==> src/rtl/pll_cen_gen.sv <==
// pll_cen_gen: generates per-channel clock enables after a PLL lock sequence.
// Divides one master clock into NUM_CH single-cycle enables and holds the core in reset until lock is stable.
//
// Ports:
//   clk        master clock
//   rst        asynchronous active-high reset
//   pll_locked PLL lock indication, asynchronous to clk
//   pause      level; freezes all channel counters while running
//   resync     pulse; realigns all channels to their initial phase
//   cen        per-channel one-cycle enable pulses
//   ready      high while running
//   rst_out    synchronous core reset, high unless running
module pll_cen_gen #(
    parameter int                          NUM_CH      = 4,
    parameter int                          CNT_WIDTH   = 8,
    parameter logic [NUM_CH*CNT_WIDTH-1:0] DIV         = {8'd16, 8'd16, 8'd8, 8'd8},
    parameter logic [NUM_CH*CNT_WIDTH-1:0] PHASE       = {8'd8, 8'd0, 8'd0, 8'd0},
    parameter int                          LOCK_CYCLES = 1024
) (
    input  logic              clk,
    input  logic              rst,
    input  logic              pll_locked,
    input  logic              pause,
    input  logic              resync,
    output logic [NUM_CH-1:0] cen,
    output logic              ready,
    output logic              rst_out
);

    localparam int LW = (LOCK_CYCLES > 1) ? $clog2(LOCK_CYCLES) : 1;
    localparam logic [LW-1:0] LOCK_LAST = LW'(LOCK_CYCLES - 1);

    if (NUM_CH < 1 || NUM_CH > 8) begin : g_bad_num_ch
        $error("pll_cen_gen: NUM_CH must be in 1..8");
    end

    if (LOCK_CYCLES < 1) begin : g_bad_lock
        $error("pll_cen_gen: LOCK_CYCLES must be at least 1");
    end

    typedef enum logic [1:0] {
        WAIT_LOCK,
        SETTLE,
        RUN
    } state_t;

    state_t        state;
    logic [LW-1:0] lock_cnt;
    logic          lk_meta;
    logic          lk_s;
    logic          enter_run;
    logic          stay_run;

    // Two-flop synchroniser for the asynchronous lock input
    always_ff @(posedge clk or posedge rst) begin
        if (rst) begin
            lk_meta <= 1'b0;
            lk_s    <= 1'b0;
        end else begin
            lk_meta <= pll_locked;
            lk_s    <= lk_meta;
        end
    end

    always_ff @(posedge clk or posedge rst) begin
        if (rst) begin
            state    <= WAIT_LOCK;
            lock_cnt <= '0;
            ready    <= 1'b0;
            rst_out  <= 1'b1;
        end else begin
            unique case (state)
                WAIT_LOCK: begin
                    lock_cnt <= '0;
                    if (lk_s) begin
                        state <= SETTLE;
                    end
                end
                SETTLE: begin
                    if (!lk_s) begin
                        state    <= WAIT_LOCK;
                        lock_cnt <= '0;
                    end else if (lock_cnt == LOCK_LAST) begin
                        state   <= RUN;
                        ready   <= 1'b1;
                        rst_out <= 1'b0;
                    end else begin
                        lock_cnt <= lock_cnt + 1'b1;
                    end
                end
                RUN: begin
                    if (!lk_s) begin
                        state    <= WAIT_LOCK;
                        lock_cnt <= '0;
                        ready    <= 1'b0;
                        rst_out  <= 1'b1;
                    end
                end
                default: begin
                    state    <= WAIT_LOCK;
                    lock_cnt <= '0;
                    ready    <= 1'b0;
                    rst_out  <= 1'b1;
                end
            endcase
        end
    end

    // enter_run: the edge that moves SETTLE to RUN (channels load phase)
    // stay_run:  the edge keeps us in RUN (channels count)
    assign enter_run = (state == SETTLE) && lk_s && (lock_cnt == LOCK_LAST);
    assign stay_run  = (state == RUN) && lk_s;

    for (genvar i = 0; i < NUM_CH; i++) begin : g_ch
        localparam logic [CNT_WIDTH-1:0] D = DIV[i*CNT_WIDTH +: CNT_WIDTH];
        localparam logic [CNT_WIDTH-1:0] P = PHASE[i*CNT_WIDTH +: CNT_WIDTH];

        if (D == '0) begin : g_off
            assign cen[i] = 1'b0;
        end else begin : g_on
            localparam logic [CNT_WIDTH-1:0] LAST = D - 1'b1;

            if (P >= D) begin : g_bad_phase
                $error("pll_cen_gen: PHASE must be below DIV on every enabled channel");
            end

            logic [CNT_WIDTH-1:0] cnt;
            logic                 pulse;

            // resync outranks pause; both are ignored unless staying in RUN
            always_ff @(posedge clk or posedge rst) begin
                if (rst) begin
                    cnt   <= '0;
                    pulse <= 1'b0;
                end else if (enter_run || (stay_run && resync)) begin
                    cnt   <= P;
                    pulse <= 1'b0;
                end else if (stay_run && !pause) begin
                    pulse <= (cnt == LAST);
                    cnt   <= (cnt == LAST) ? '0 : cnt + 1'b1;
                end else if (stay_run) begin
                    pulse <= 1'b0;
                end else begin
                    cnt   <= '0;
                    pulse <= 1'b0;
                end
            end

            assign cen[i] = pulse;
        end
    end

endmodule

==> config.mk <==
export PLATFORM = sky130hd
export DESIGN_NAME = pll_cen_gen
export DESIGN_NICKNAME = d
export VERILOG_FILES = /design/src/rtl/pll_cen_gen.sv
export SDC_FILE = /design/constraint.sdc
export NUM_CORES = 1
export LEC_CHECK = 0
export ABC_AREA = 1
export BUFFER_PORTS_ARGS = -buffer_cell sky130_fd_sc_hd__clkbuf_2
export CORE_ASPECT_RATIO = 1.5
export CORE_MARGIN = 2
export CORE_UTILIZATION = 54
export CTS_CLUSTER_DIAMETER = 150
export DETAILED_ROUTE_END_ITERATION = 16
export GPL_TIMING_DRIVEN = 0
export HOLD_SLACK_MARGIN = 0.08
export PLACE_DENSITY = 0.71
export SETUP_SLACK_MARGIN = 0.02
export SYNTH_ARGS = -nofsm -noshare
export SYNTH_HDL_FRONTEND = slang
export SYNTH_SLANG_ARGS = --single-unit
==> constraint.sdc <==
create_clock -name clk -period 2.05 [get_ports clk]
set_input_delay 0.205 -clock clk [delete_from_list [all_inputs] [get_ports clk]]
set_output_delay 0.205 -clock clk [all_outputs]
set_load 0.1 [all_outputs]
Word level (Yosys, flattened, before mapping)
Index checks and enable logic that the tools add are counted.
{"block": "classes", "n_addsub": 5, "n_mul": 0, "n_div": 0, "magnitude_cmp": 0, "n_eq_ne": 14, "shifts": 0, "n_mux": 38, "bitwise_logic": 1, "reduce_logical": 11}
{"operator": "2-to-1 mux 8 bit", "count": 13}
{"operator": "adder 8 x 1 -> 8 bit, second input constant", "count": 4}
{"operator": "2-to-1 mux 10 bit", "count": 3}
{"operator": "one-hot mux 10 bit (2 select lines)", "count": 1}
{"operator": "== test 8 x 3 -> 1 bit, second input constant", "count": 2}
{"operator": "== test 8 x 4 -> 1 bit, second input constant", "count": 2}
{"operator": "2-to-1 mux 1 bit", "count": 14}
{"operator": "adder 10 x 1 -> 10 bit, second input constant", "count": 1}
{"operator": "== test 10 bit, second input constant", "count": 1}
{"operator": "2-to-1 mux 2 bit", "count": 4}
{"operator": "!= test 2 bit, second input constant", "count": 3}
{"operator": "one-hot mux 1 bit (3 select lines)", "count": 2}
{"operator": "one-hot mux 2 bit (3 select lines)", "count": 1}
{"operator": "logical AND 1 bit", "count": 5}
{"operator": "AND reduction 4 bit", "count": 1}
{"operator": "!= test 3 x 1 -> 1 bit, second input constant", "count": 1}
{"operator": "!= test 3 x 2 -> 1 bit, second input constant", "count": 1}
{"operator": "!= test 3 bit, second input constant", "count": 1}
{"operator": "AND reduction 3 bit", "count": 1}
{"operator": "== test 2 x 1 -> 1 bit, second input constant", "count": 1}
{"operator": "== test 2 bit, second input constant", "count": 1}
{"operator": "logical NOT 2 bit", "count": 1}
{"operator": "!= test 2 x 1 -> 1 bit, second input constant", "count": 1}
{"operator": "AND reduction 2 bit", "count": 1}
{"operator": "3 further kinds", "count": 3}
{"block": "totals", "ff_bits": 52, "latchBits": 0, "ram_bits": 0, "mem_bits_ro": 0, "in_bits": 5, "output_inout_bits": 6, "mem_count": 0}

Logic depth before layout (Yosys ltp)
{"block": "logic_depth", "word_depth": 5, "ltp_mapped": 11, "depth_no_buf": 10}

Least setup slack after synthesis
No wires, ideal clock.
{"block": "synth_path", "kind": "flip-flop to flip-flop", "startpoint": "register lock_cnt[1]", "endpoint": "register g_ch[0].g_on.cnt[4]", "t_arrival_ns": 1.319, "path_slack_ns": 0.613, "path_stages_with_launch": 12, "n_path_buf": 1, "cell_sequence": "dfrtp_1 -> ha_1 -> inv_1 -> nor2_4 -> nand3_2 -> clkinv_2 -> nand2_4 -> nand2_4 -> buf_8 -> inv_4 -> nand2_2 -> o21ai_2"}
{"block": "synth_between", "elab_chain_cells": 4}
{"item": "start: declaration", "line_no": "48", "text": "logic [LW-1:0] lock_cnt;"}
{"item": "start signal: assignment", "line_no": "88", "text": "lock_cnt <= lock_cnt + 1'b1;"}
{"item": "== test 10 bit *", "line_no": "111", "text": "assign enter_run = (state == SETTLE) && lk_s && (lock_cnt == LOCK_LAST);"}
{"item": "logical AND 1 bit *", "line_no": "111"}
{"item": "logical OR 1 bit *", "line_no": "135", "text": "end else if (enter_run || (stay_run && resync)) begin"}
{"item": "!= test 3 x 1 -> 1 bit (no source line) / 2-to-1 mux 8 bit (equally long branches)"}
{"item": "end signal: assignment", "line_no": "140", "text": "cnt <= (cnt == LAST) ? '0 : cnt + 1'b1;"}
{"item": "end: declaration", "line_no": "127", "text": "logic [CNT_WIDTH-1:0] cnt;"}
Mark *: on every way between the ends. The rest lies on a longest branch, timed or not.
A chain may end at the register's enable or synchronous reset.

Final worst setup path
{"block": "layout_path", "startpoint": "register lock_cnt[0]", "endpoint": "register lock_cnt[2]"}
{"block": "layout_between", "elab_chain_cells": 4}
{"item": "adder 10 x 1 -> 10 bit", "line_no": "88"}
{"item": "2-to-1 mux 10 bit", "line_no": "83", "text": "end else if (lock_cnt == LOCK_LAST) begin"}
{"item": "2-to-1 mux 10 bit", "line_no": "80", "text": "if (!lk_s) begin"}
{"item": "one-hot mux 10 bit (2 select lines)", "line_no": "72", "text": "unique case (state)"}
Several ways; a longest one is shown, not always the timed one. The select of a mux whose other input is x is not followed.

==> run_results.csv <==
group,metric,value,unit
outcome,outcome,"completed",
critical_path,cpPeakStageDelay,440,ps
worst_hold_path,min_path_cells,4,
detailed_routing,ant_nets,0,
worst_hold_path,hold_start,"pause",
detailed_routing,drc,0,
timing,rsz0062_at_grt,"false",
yosys,netlist_area,2850,sq um
yosys,synth-seq-cells,52,
power_and_ir_drop,p_leak,1.53,nW
timing,hold_ws,279,ps
yosys,synth_warnings,0,
clocking,cts_hold_buf,2,
floorplan,core_area,5120,sq um
yosys,ys_seq_area_share,45.6,%
yosys,syn_area_per_cell,7.91,sq um
clocking,post_cts_resize_count,0,
timing,skew,3.21,ps
global_route,grt_pass1_vias,2318,
clocking,clock_latency,300,ps
timing,hold_viol,0,
floorplan,die_h,93.0,microns
placement,port_buffers,10,
critical_path,critPathCaptureType,"register",
timing,slew_viol_final,0,
yosys,yosysUniqueCellTypes,29,
floorplan,die-width,63.4,microns
yosys,synth_top_cell_area_share,44.7,%
timing,slew_headroom,64.3,%
detailed_routing,wl_per_cell,12.6,microns
critical_path,cpLargestDelayFamily,"compound AO/OA/AOI/OAI gates",
detailed_routing,viasPerCell,5.22,
critical_path,crit_start,"lock_cnt[0]",
clocking,clock_sinks,52,
critical_path,required,2220,ps
critical_path,slowest_stage,"a21oi_1",
global_route,track_usage,21.5,%
placement,dp_hpwl,4080,microns
critical_path,worstReg2RegStart,"lock_cnt[0]",
clocking,clk_path_buf_depth,2,
clocking,cts_tree,"yes",
detailed_routing,via_count,2350,
detailed_routing,routed_wl,5670,microns
clocking,postCtsSetupBuffers,0,
critical_path,crit_path_max_fanout,7,
power_and_ir_drop,vdd_drop_max,0.000507,V
global_route,grt_max_degree,29,
placement,dp_cells,440,
cells_and_area,drive_above_1_share,13.6,%
timing,setup_ws,279,ps
cells_and_area,final_common_cell,"nand2_1",
run,cap_violations,0,
global_route,antenna_found_initial,0,
floorplan,std_cell_rows,32,
yosys,syn-instance-count,361,
yosys,synth_fp_nets,371,
cells_and_area,final_cell_mix,"nand2_1, dfrtp_1, inv_1",
critical_path,arrival,1940,ps
clocking,clkSlewWorstSetupHoldPaths,90,ps
floorplan,start_util,55.7,%
power_and_ir_drop,cellPowerDensity,565,nW/um^2
detailed_routing,drtIter0Drc,109,
power_and_ir_drop,total_power,1.77,mW
cells_and_area,n_antenna_cell,0,
cells_and_area,layout-area-overhead-vs-synth,9.91,%
timing,min_period_over_period,86.4,%
global_route,grt_first_pass_wirelength,10100,microns
timing,tightest_slew,535,ps
critical_path,critical_path_cell_count,7,
clocking,cts_made_buffers,5,
yosys,synthTopCellsByArea,"dfrtp_1, nand2_1, inv_1, nand3_1, o21ai_0",
timing,fmax,565,MHz
worst_hold_path,min_path_type,"input pin to register",
cells_and_area,finalNonFillerCells,450,
floorplan,io_pins,11,
critical_path,critPathKind,"register to register",
floorplan,die-area,5890,sq um
yosys,yosysTopAreaCell,"dfrtp_1",
critical_path,critPathBufInv,2,
placement,place_congestion,0.853,
timing,min_period,1770,ps
critical_path,start_kind,"register",
critical_path,reg2regPathDepth,7,
critical_path,path_cells,"ha_1 > inv_1 > nor2_4 > nand3_2 > clkinv_2 > a21oi_1 > o21ai_0",
clocking,cts_htree_levels,2,
clocking,cts_root_buf,"clkbuf_8",
global_route,grt_overflow,0,
cells_and_area,fillers,498,
cells_and_area,fin_util,61.2,%
timing,setup-violations-final,0,
placement,pre_cts_ws,263,ps
detailed_routing,dr.pass1.iters,4,
cells_and_area,nNetsFinal,391,
-- registers in the layout, indices dropped and copies added, names as in the netlist --
name / cells
g_ch.g_on.pulse: 4
state: 2
lk_meta: 1
rst_out: 1
ready: 1
g_ch.g_on.cnt: 32
lk_s: 1
lock_cnt: 10
-- power by group --
part           switching, mW  internal [mW]
sequential           0.00343           1.03
clock                  0.328          0.363
combinational         0.0357         0.0139
total                  0.367           1.41
-- worst reg2reg max path, cell delays in order, from the launching register on --
cell and delay, ps:
dfrtp_1 410, ha_1 220, inv_1 120, nor2_4 80, nand3_2 110, clkinv_2 100
a21oi_1 440, o21ai_0 160
-- area by class of cell --
cell class              count  area, sq um  area share (%)
well taps                  68         85.1            2.71
plain buffers              12         87.6            2.79
clock buffers               6         72.6            2.31
multi-input cells         249         1280            40.8
flip-flops and latches     52         1300            41.5
inverters                  48          184            5.86
clock inverters             2         35.0            1.12
repair buffers             13         90.1            2.87
-- per-layer routing --
metal  part of all wire (%)  vias up  track usage, %
li1                       -     1203               -
met1                     44     1116            25.9
met2                     53       25            39.6
met3                    2.0        6            2.53
met4                    1.3        0            6.88
met5                      0        -               0
-- synthesized netlist by cell type --
master and count:
o21ai_0 22, or2_2 1, nand2_4 2, inv_1 45, nor3_1 5, clkinv_2 1, nand2_2 5, o22ai_1 10
nor2_1 26, xor2_1 11, buf_2 4, nand3_2 3, nand3_1 30, dfrtp_1 51, nor2_4 3, inv_4 1
o211ai_1 2, nand2_1 97, o21ai_2 1, inv_2 1, nor2_2 2, buf_4 7, nand4_1 17, a21oi_1 4
ha_1 5, xnor2_1 2, buf_8 1, a211oi_1 1, dfstp_2 1
-- kinds of logic (layout without fill, tap and decap cells) --
| family | Yosys count | after routing | synth area share, % |
|---|---|---|---|
| fa+ha+maj | 5 | 5 | 2.19 |
| xor+xnor | 13 | 13 | 3.99 |
| compound gates | 40 | 40 | 7.85 |
| simple gates | 191 | 191 | 30.8 |
| buf+inv | 60 | 81 | 9.51 |
| flops | 52 | 52 | 45.6 |
-- final timing paths --
kind,to,slack (ps)
worst min register to register,lk_s,360
max in group asynchronous,g_ch[0].g_on.cnt[6],1040
worst max-delay path,lock_cnt[2],280
worst min-delay path,g_ch[3].g_on.cnt[3],280
worst max register to register,lock_cnt[2],280
min in group asynchronous,lock_cnt[6],480
-- through the flow --
step	instance area [sq um]	setup TNS, ps
finish	3140	0
global route	3140	0
CTS	3140	0
detailed placement	3010	0
global placement	2990	-5660
floorplan	2850	0
Power figures use the tool's default switching activity.
